`src/rtl/fifo_pkg.sv`:
```
// Shared sizing helpers and default parameters for the FIFO family.
package fifo_pkg;

    localparam int  DEF_DATA_W   = 8;
    localparam int  DEF_DEPTH    = 16;
    localparam int  DEF_AE_LEVEL = 2;
    localparam bit  DEF_FWFT     = 1'b0;

    function automatic int ptr_w(input int depth);
        return (depth > 1) ? $clog2(depth) : 1;
    endfunction

    // One extra bit so the count can represent DEPTH itself.
    function automatic int cnt_w(input int depth);
        return ptr_w(depth) + 1;
    endfunction

endpackage

```
`src/rtl/fifo_mem.sv`:
```
// FIFO storage: one synchronous write port, one asynchronous read port, no reset.
module fifo_mem #(
    parameter int DATA_W = 8,
    parameter int DEPTH  = 16,
    parameter int AW     = 4
) (
    input  logic              clk,
    input  logic              we_i,
    input  logic [AW-1:0]     waddr_i,
    input  logic [DATA_W-1:0] wdata_i,
    input  logic [AW-1:0]     raddr_i,
    output logic [DATA_W-1:0] rdata_o
);

    logic [DATA_W-1:0] mem_q [DEPTH];

    always_ff @(posedge clk) begin
        if (we_i) mem_q[waddr_i] <= wdata_i;
    end

    assign rdata_o = mem_q[raddr_i];

endmodule

```
`src/rtl/sync_fifo_param.sv`:
```
// Single-clock FIFO with registered occupancy flags, error pulses and
// selectable registered or first-word-fall-through read.
module sync_fifo_param
    import fifo_pkg::*;
#(
    parameter int DATA_W   = DEF_DATA_W,
    parameter int DEPTH    = DEF_DEPTH,
    parameter int AF_LEVEL = DEPTH - 2,
    parameter int AE_LEVEL = DEF_AE_LEVEL,
    parameter bit FWFT     = DEF_FWFT
) (
    input  logic                      clk,
    input  logic                      rst,
    input  logic                      wr,
    input  logic [DATA_W-1:0]         data_in,
    input  logic                      rd,
    output logic [DATA_W-1:0]         data_out,
    output logic                      empty,
    output logic                      full,
    output logic [cnt_w(DEPTH)-1:0]   fifo_cnt,
    output logic                      almost_full,
    output logic                      almost_empty,
    output logic                      overflow,
    output logic                      underflow
);

    localparam int AW = ptr_w(DEPTH);
    localparam int CW = cnt_w(DEPTH);

    logic [AW-1:0]     wr_ptr_q, wr_ptr_d, rd_ptr_q, rd_ptr_d;
    logic [CW-1:0]     cnt_q, cnt_d;
    logic              empty_q, full_q, af_q, ae_q, ovf_q, unf_q;
    logic [DATA_W-1:0] dout_q, dout_d, rdata;
    logic              rd_acc, wr_acc;

    // A full FIFO still takes a write when a read frees a slot on the same edge.
    assign rd_acc = rd && !empty_q;
    assign wr_acc = wr && (!full_q || rd_acc);

    always_comb begin
        wr_ptr_d = wr_acc ? wr_ptr_q + AW'(1) : wr_ptr_q;
        rd_ptr_d = rd_acc ? rd_ptr_q + AW'(1) : rd_ptr_q;
        cnt_d    = cnt_q;
        case ({wr_acc, rd_acc})
            2'b10:   cnt_d = cnt_q + CW'(1);
            2'b01:   cnt_d = cnt_q - CW'(1);
            default: cnt_d = cnt_q;
        endcase
        dout_d = (rd_acc && !FWFT) ? rdata : dout_q;
    end

    always_ff @(posedge clk) begin
        if (!rst) begin
            wr_ptr_q <= '0;
            rd_ptr_q <= '0;
            cnt_q    <= '0;
            empty_q  <= 1'b1;
            full_q   <= 1'b0;
            af_q     <= 1'b0;
            ae_q     <= 1'b1;
            ovf_q    <= 1'b0;
            unf_q    <= 1'b0;
            dout_q   <= '0;
        end else begin
            wr_ptr_q <= wr_ptr_d;
            rd_ptr_q <= rd_ptr_d;
            cnt_q    <= cnt_d;
            empty_q  <= (cnt_d == '0);
            full_q   <= (cnt_d == CW'(DEPTH));
            af_q     <= (int'(cnt_d) >= AF_LEVEL);
            ae_q     <= (int'(cnt_d) <= AE_LEVEL);
            ovf_q    <= wr && full_q && !rd_acc;
            unf_q    <= rd && empty_q;
            dout_q   <= dout_d;
        end
    end

    fifo_mem #(
        .DATA_W (DATA_W),
        .DEPTH  (DEPTH),
        .AW     (AW)
    ) u_mem (
        .clk     (clk),
        .we_i    (wr_acc),
        .waddr_i (wr_ptr_q),
        .wdata_i (data_in),
        .raddr_i (rd_ptr_q),
        .rdata_o (rdata)
    );

    // FWFT output depends only on registered pointers/flags, never on wr/rd directly.
    generate
        if (FWFT) begin : g_fwft
            assign data_out = empty_q ? '0 : rdata;
        end else begin : g_reg
            assign data_out = dout_q;
        end
    endgenerate

    assign empty        = empty_q;
    assign full         = full_q;
    assign fifo_cnt     = cnt_q;
    assign almost_full  = af_q;
    assign almost_empty = ae_q;
    assign overflow     = ovf_q;
    assign underflow    = unf_q;

endmodule

```
`config.mk`:
```
export PLATFORM = sky130hd
export DESIGN_NAME = sync_fifo_param
export DESIGN_NICKNAME = d
export VERILOG_FILES = /design/src/rtl/fifo_pkg.sv /design/src/rtl/fifo_mem.sv /design/src/rtl/sync_fifo_param.sv
export SDC_FILE = /design/constraint.sdc
export NUM_CORES = 1
export LEC_CHECK = 0
export BUFFER_PORTS_ARGS = -buffer_cell sky130_fd_sc_hd__clkbuf_2
export CAP_MARGIN = 0
export CORE_ASPECT_RATIO = 2
export CORE_UTILIZATION = 30
export DETAILED_ROUTE_END_ITERATION = 12
export GPL_ROUTABILITY_DRIVEN = 0
export PLACE_DENSITY_LB_ADDON = 0.3
export SLEW_MARGIN = 10
export SYNTH_ARGS = -nofsm -noshare
export SYNTH_HDL_FRONTEND = slang
export SYNTH_SLANG_ARGS = --single-unit
```
`constraint.sdc`:
```
create_clock -name clk -period 5.8 [get_ports clk]
set_clock_uncertainty 0.15 [all_clocks]
set_input_delay 0.29 -clock clk [delete_from_list [all_inputs] [get_ports clk]]
set_output_delay 0.29 -clock clk [all_outputs]
set_load 0.1 [all_outputs]
```
==> results.tsv, run 1 <==
metric	value	unit
wl	13.06	mm
final.setup.tns	0	ns
critPathLaunch	rd	
synth_cells	355	
synth_cell_types	47	
syn_area	6319	um2
seq_area	4385	um2
drv_cap	0	
clock-sinks	155	
synthDominantCellAreaShare	0.6083	
slew_viol_final	0	
required	5.97	ns
drive_gt1_frac	0.2161	
grt_max_degree	36	
async_flop_share	0	
crit_type	input pin to flop	
pin_count	31	
peakVddDrop	0.2809	mV
postCtsSetupBuffers	0	
diodes	0	
globalRouteTotalUtil	0.1290	
floorplan.die_area	21680	um2
die_h	207.2	um
crit-reg2reg-launch	empty$_SDFF_PN1_	
detail_route.vias_per_cell	4.783	
start_util	0.3074	
vias	3176	
pre_cts_ws	2.393	ns
hold_path.class	input pin to flop	
grt_pass1_vias	3412	
drt_iter0_drc	199	
path_cells	dlygate4sd3_1 -> clkbuf_2 -> nand2b_1 -> a21boi_2 -> inv_1 -> ha_1 -> xor2_1 -> ha_1 -> and3b_1 -> o21ai_0 -> a31oi_1 -> xor2_1 -> nor4b_1	
cp_slowest_cell	dlygate4sd3_1	
rows	74	
setup_violations	0	
coreArea	20550	um2
grt_pass1_wl	20.22	mm
cts-htree-levels	4	
worstHoldStart	wr	
nFillCells	1954	
crit_fanout	12	
final_cells	664	
nets	405	
fmax	289.3	MHz
synth_area_leader_cell	edfxtp_1	
dp_hpwl	9.079	mm
synth_common_cells	128 x edfxtp_1, 27 x dfxtp_1, 24 x nor2_1	
yosysMostFrequentCell	edfxtp_1	
area_growth	14.99	%
min_period_over_period	0.5960	
cts.clk_slew.worst_paths	0.05	ns
rsz0062_at_grt	false	
multi_input_area	1718	um2
arrival	3.62	ns
clock_latency	0.42	ns
clock_path_buffers	2	
cts_buffers	17	
yosys-top-cells-area	edfxtp_1 61%, dfxtp_1 8.6%, mux4_1 6.7%	
post_drt_wl_per_cell	19.67	um
power_per_cell_area	421.4	nW/um2
synth.ff_latch_count	155	
worst_pin_slew	1.025	ns
cts_hold_buf	1	
outcome	complete, no violations	
io_buffers	30	
crit_buf_inv	3	
cp_top_family	compound AO/OA/AOI/OAI gates	
detail-route-antenna-nets	0	
root_buffer	clkbuf_16	
yosysWarnings	0	
final-hold-violation-count	0	
slowest_delay	0.53	ns
worst_setup_path_end_kind	flop	
remaining_drc_errors	0	
start_kind	input pin	
synth_flop_cell	edfxtp_1	
finalWorstSetupSlack	2.343	ns
dp.cells	631	
cts_resized	0	
dieWidth	104.6	um
leakage	2.436	nW
syn-num-nets	375	
cts_tree	done	
synth_edf_count	128	
synth_area_per_cell	17.80	um2
drt_first_pass_iters	4	
power	3.062	mW
grt_overflow_total	0	
synth-seq-area-share	0.6939	
layout_min_cycle_time	3.457	ns
slew_headroom	0.3144	
antenna_found_initial	0	
-- cell families (layout without fill, tap and decap cells) --
logic type / count (synthesis) / count (layout) / synth area share
flip-flops: 155 / 155 / 0.6939
AND/OR/NAND/NOR: 77 / 77 / 0.06080
AO/OA/AOI/OAI: 41 / 41 / 0.04871
multiplexers: 33 / 33 / 0.1253
buffers and inverters: 28 / 71 / 0.03742
XOR/XNOR: 13 / 13 / 0.01802
adder cells (fa/ha/maj): 8 / 8 / 0.01584
-- state kept, by name, summed over array words and instances, names as in the netlist --
signal and flops:
data_out 8, empty 1, wr_ptr_q 4, almost_full 1, almost_empty 1, full 1
rd_ptr_q 4, underflow 1, u_mem.mem_q 128, overflow 1, fifo_cnt 5
-- worst paths after layout --
path | end | slack, ns | cells past startpoint
worst max-delay path | full$_SDFF_PN0_ | 2.34 | 13
worst min-delay path | overflow$_SDFF_PN0_ | 0.02 | 2
worst min register to register | data_out[2]$_SDFFE_PN0P_ | 0.32 | 2
worst max register to register | full$_SDFF_PN0_ | 2.46 | 11
-- stage by stage --
step	cell area, um2	hold slack [ns]	util
floorplan	6319	0.2389	-
global placement	6624	0.3091	0.3223
detailed placement	6624	0.3128	0.3223
CTS	7266	0.01061	0.3535
global route	7266	0.01443	0.3535
finish	7266	0.02246	0.3535
-- cell usage in the layout, fill, tap and decap left out, types with 11 or more instances in the layout --
cell,Yosys,final
edfxtp_1,128,128
clkbuf_2,0,30
dfxtp_1,27,26
nor2_1,24,24
clkbuf_16,0,17
mux4_2,16,16
mux4_1,16,16
nand2_1,13,13
nand3_1,11,11
-- worst reg2reg max path: cells and delay by family (launching register included) --
kind / cells / cell delay [ns]
and+or+nand+nor: 3 / 0.78
buffers and inverters: 1 / 0.12
AOI/OAI and AO/OA: 3 / 0.77
adders and majority gates: 2 / 0.52
xor gates and xnor gates: 2 / 0.60
DFF: 1 / 0.31
-- power by group --
| group | leakage [nW] | switching [mW] | internal (mW) |
|---|---|---|---|
| clock | 0.300 | 0.424 | 0.762 |
| sequential | 1.38 | 0.0438 | 1.25 |
| combinational | 0.759 | 0.401 | 0.179 |
-- cell type report --
| type | instances | area share |
|---|---|---|
| clock buffer | 20 | 0.06010 |
| clock inverter | 12 | 0.02686 |
| inverter | 6 | 0.003100 |
| multi-input combinational | 172 | 0.2364 |
| sequential | 155 | 0.6036 |
| tap | 266 | 0.04581 |
| timing repair buffer | 33 | 0.02411 |
-- metal layers --
metal / vias up / part of all wire / GRT usage
met1: 1617 / 0.35 / 0.1226
met2: 71 / 0.59 / 0.2537
li1: 1471 / - / -
met3: 17 / 0.027 / 0.02606
met5: - / 0 / 0
met4: 0 / 0.030 / 0.06508
No activity file was read; power rests on OpenSTA's default activity.
==> run 2, diff against run 1 <==
Clock period 5.8 ns to 3.25 ns, I/O delays scaled along.
==> run 2 against run 1 <==
  * Sequential share of layout area shrank 1.1 points
  * Power grew 74%
  * Via count grew 2.9%
  * Clock-buffer cell count grew 10
  * Worst setup slack lost 2.0 ns
  * Critical path depth shrank 2
  * Largest cell class unchanged
==> results.tsv, run 2 (synthesis results as in run 1) <==
metric	value	unit	change
slew_viol_final	0		unchanged
start_kind	flop		
post_drt_wl_per_cell	19.26	um	-2.1%
crit-reg2reg-launch	empty$_SDFF_PN1_		
arrival	3.11	ns	-0.51 ns
antenna_found_initial	0		unchanged
io_buffers	30		unchanged
start_util	0.3074		unchanged
remaining_drc_errors	0		unchanged
rows	74		unchanged
postLayoutCellArea	7395	um2	+1.8%
worst_setup_path_end_kind	flop		
grt_pass1_wl	19.86	mm	-1.8%
crit_type	flop to flop		
grt_overflow_total	0		unchanged
clock-sinks	155		unchanged
cp_top_family	simple AND/OR/NAND/NOR gates		
final-hold-violation-count	0		unchanged
final_common_cell	edfxtp_1		
min_period_over_period	0.9087		
detail-route-antenna-nets	0		unchanged
diodes	0		unchanged
peakVddDrop	0.3809	mV	+36%
final_cell_mix	128 x edfxtp_1, 30 x clkbuf_2, 26 x dfxtp_1, 24 x nor2_1		
placedInstanceArea	6759	um2	+2.0%
pin_count	31		unchanged
crit_buf_inv	2		-1
crit_fanout	10		-2
critPathLaunch	empty$_SDFF_PN1_		
clock_path_buffers	2		unchanged
cts.clk_slew.worst_paths	0.06	ns	about the same
drv_cap	0		unchanged
die_h	207.2	um	unchanged
drt_iter0_drc	193		-3.0%
worst_pin_slew	0.7233	ns	-0.3012 ns
outcome	complete, no violations		
rsz0062_at_grt	false		
drt_first_pass_iters	4		unchanged
hold_path.class	input pin to flop		
wl	13.19	mm	+0.96%
grt_pass1_vias	3485		+2.1%
worstHoldStart	data_in[2]		
slowest_delay	0.36	ns	-0.17 ns
cts-htree-levels	4		unchanged
detail_route.vias_per_cell	4.772		-0.23%
coreArea	20550	um2	unchanged
required	3.41	ns	-2.56 ns
power_per_cell_area	720.7	nW/um2	+71%
cts_tree	done		
leakage	2.526	nW	+3.7%
postCtsSetupBuffers	0		unchanged
vias	3269		+2.9%
final.setup.tns	0	ns	unchanged
dieWidth	104.6	um	unchanged
drive_gt1_frac	0.2434		+0.02736
largest_register_ffs	128		unchanged
path_cells	nand2b_1 -> buf_4 -> inv_1 -> ha_2 -> xor2_1 -> ha_1 -> and3b_1 -> o21ai_0 -> a31oi_1 -> xor2_1 -> nor4b_1		
clock_latency	0.41	ns	about the same
layout_min_cycle_time	2.953	ns	
globalRouteTotalUtil	0.1279		-0.001142
setup_violations	0		unchanged
fmax	338.6	MHz	
grt_max_degree	36		unchanged
slew_headroom	0.5160		+0.2016
area_growth	17.03	%	
nFillCells	1974		+1.0%
dp_hpwl	9.140	mm	+0.66%
root_buffer	clkbuf_16		
regMostFlops	u_mem.mem_q		
crit_top_cell	xor2_1		
cts_buffers	17		unchanged
floorplan.die_area	21680	um2	unchanged
nets	426		+5.2%
cp_slowest_cell	xor2_1		
-- run 2: layout make-up --
class	instances	area, um2	share of cell area
Clock buffer	30	588.1	0.07953
Sequential cell	155	4385	0.5931
Inverter	6	22.52	0.003046
Timing Repair Buffer	54	350.3	0.04738
Tap cell	266	332.8	0.04501
Multi-Input combinational cell	172	1700	0.2299
Clock inverter	2	15.01	0.002030
-- run 2: where the power goes --
part / switching, mW / total [mW] / internal (mW) / leakage, nW
clock: 0.734 / 1.95 / 1.22 / 0.297
combinational: 0.700 / 1.05 / 0.345 / 0.852
sequential: 0.0945 / 2.33 / 2.23 / 1.38
total: 1.53 / 5.33 / 3.80 / 2.53
-- run 2: path summary, 6_finish.rpt --
path,cells after the start,end,slack (ns)
max,11,full$_SDFF_PN0_,0.30
min,1,u_mem.mem_q[2][2]$_DFFE_PP_,0.02
max reg2reg,11,full$_SDFF_PN0_,0.30
min reg2reg,2,data_out[1]$_SDFFE_PN0P_,0.31
-- run 2: what timing repair did --
action / in CTS / in global routing
resized for setup: 0 / 1
endpoints found under the setup margin: 0 / 1
endpoints found under the hold margin: 3 / 0
hold buffers: 3 / 0
-- run 2: per-stage QoR --
| stage | hold WS (ns) | setup slack, ns | instances | utilization | total power [mW] |
|---|---|---|---|---|---|
| after global routing | 0.03280 | 0.08011 | 685 | 0.3598 | 5.515 |
| after global placement | 0.2645 | 0.3903 | 650 | 0.3288 | 3.410 |
| after floorplan | 0.1114 | 0.03058 | 355 | - | 3.238 |
| after detailed placement | 0.2591 | 0.2519 | 650 | 0.3288 | 3.427 |
| final | 0.01847 | 0.2968 | 685 | 0.3598 | 5.329 |
| after CTS | 0.02941 | 0.2244 | 685 | 0.3596 | 5.372 |
-- run 2: per-layer routing --
layer,share of wire,vias to the layer above,global-route usage
met4,0.021,0,0.05391
li1,-,1511,-
met3,0.026,18,0.03046
met5,0,-,0
met1,0.34,1679,0.1107
met2,0.61,61,0.2651
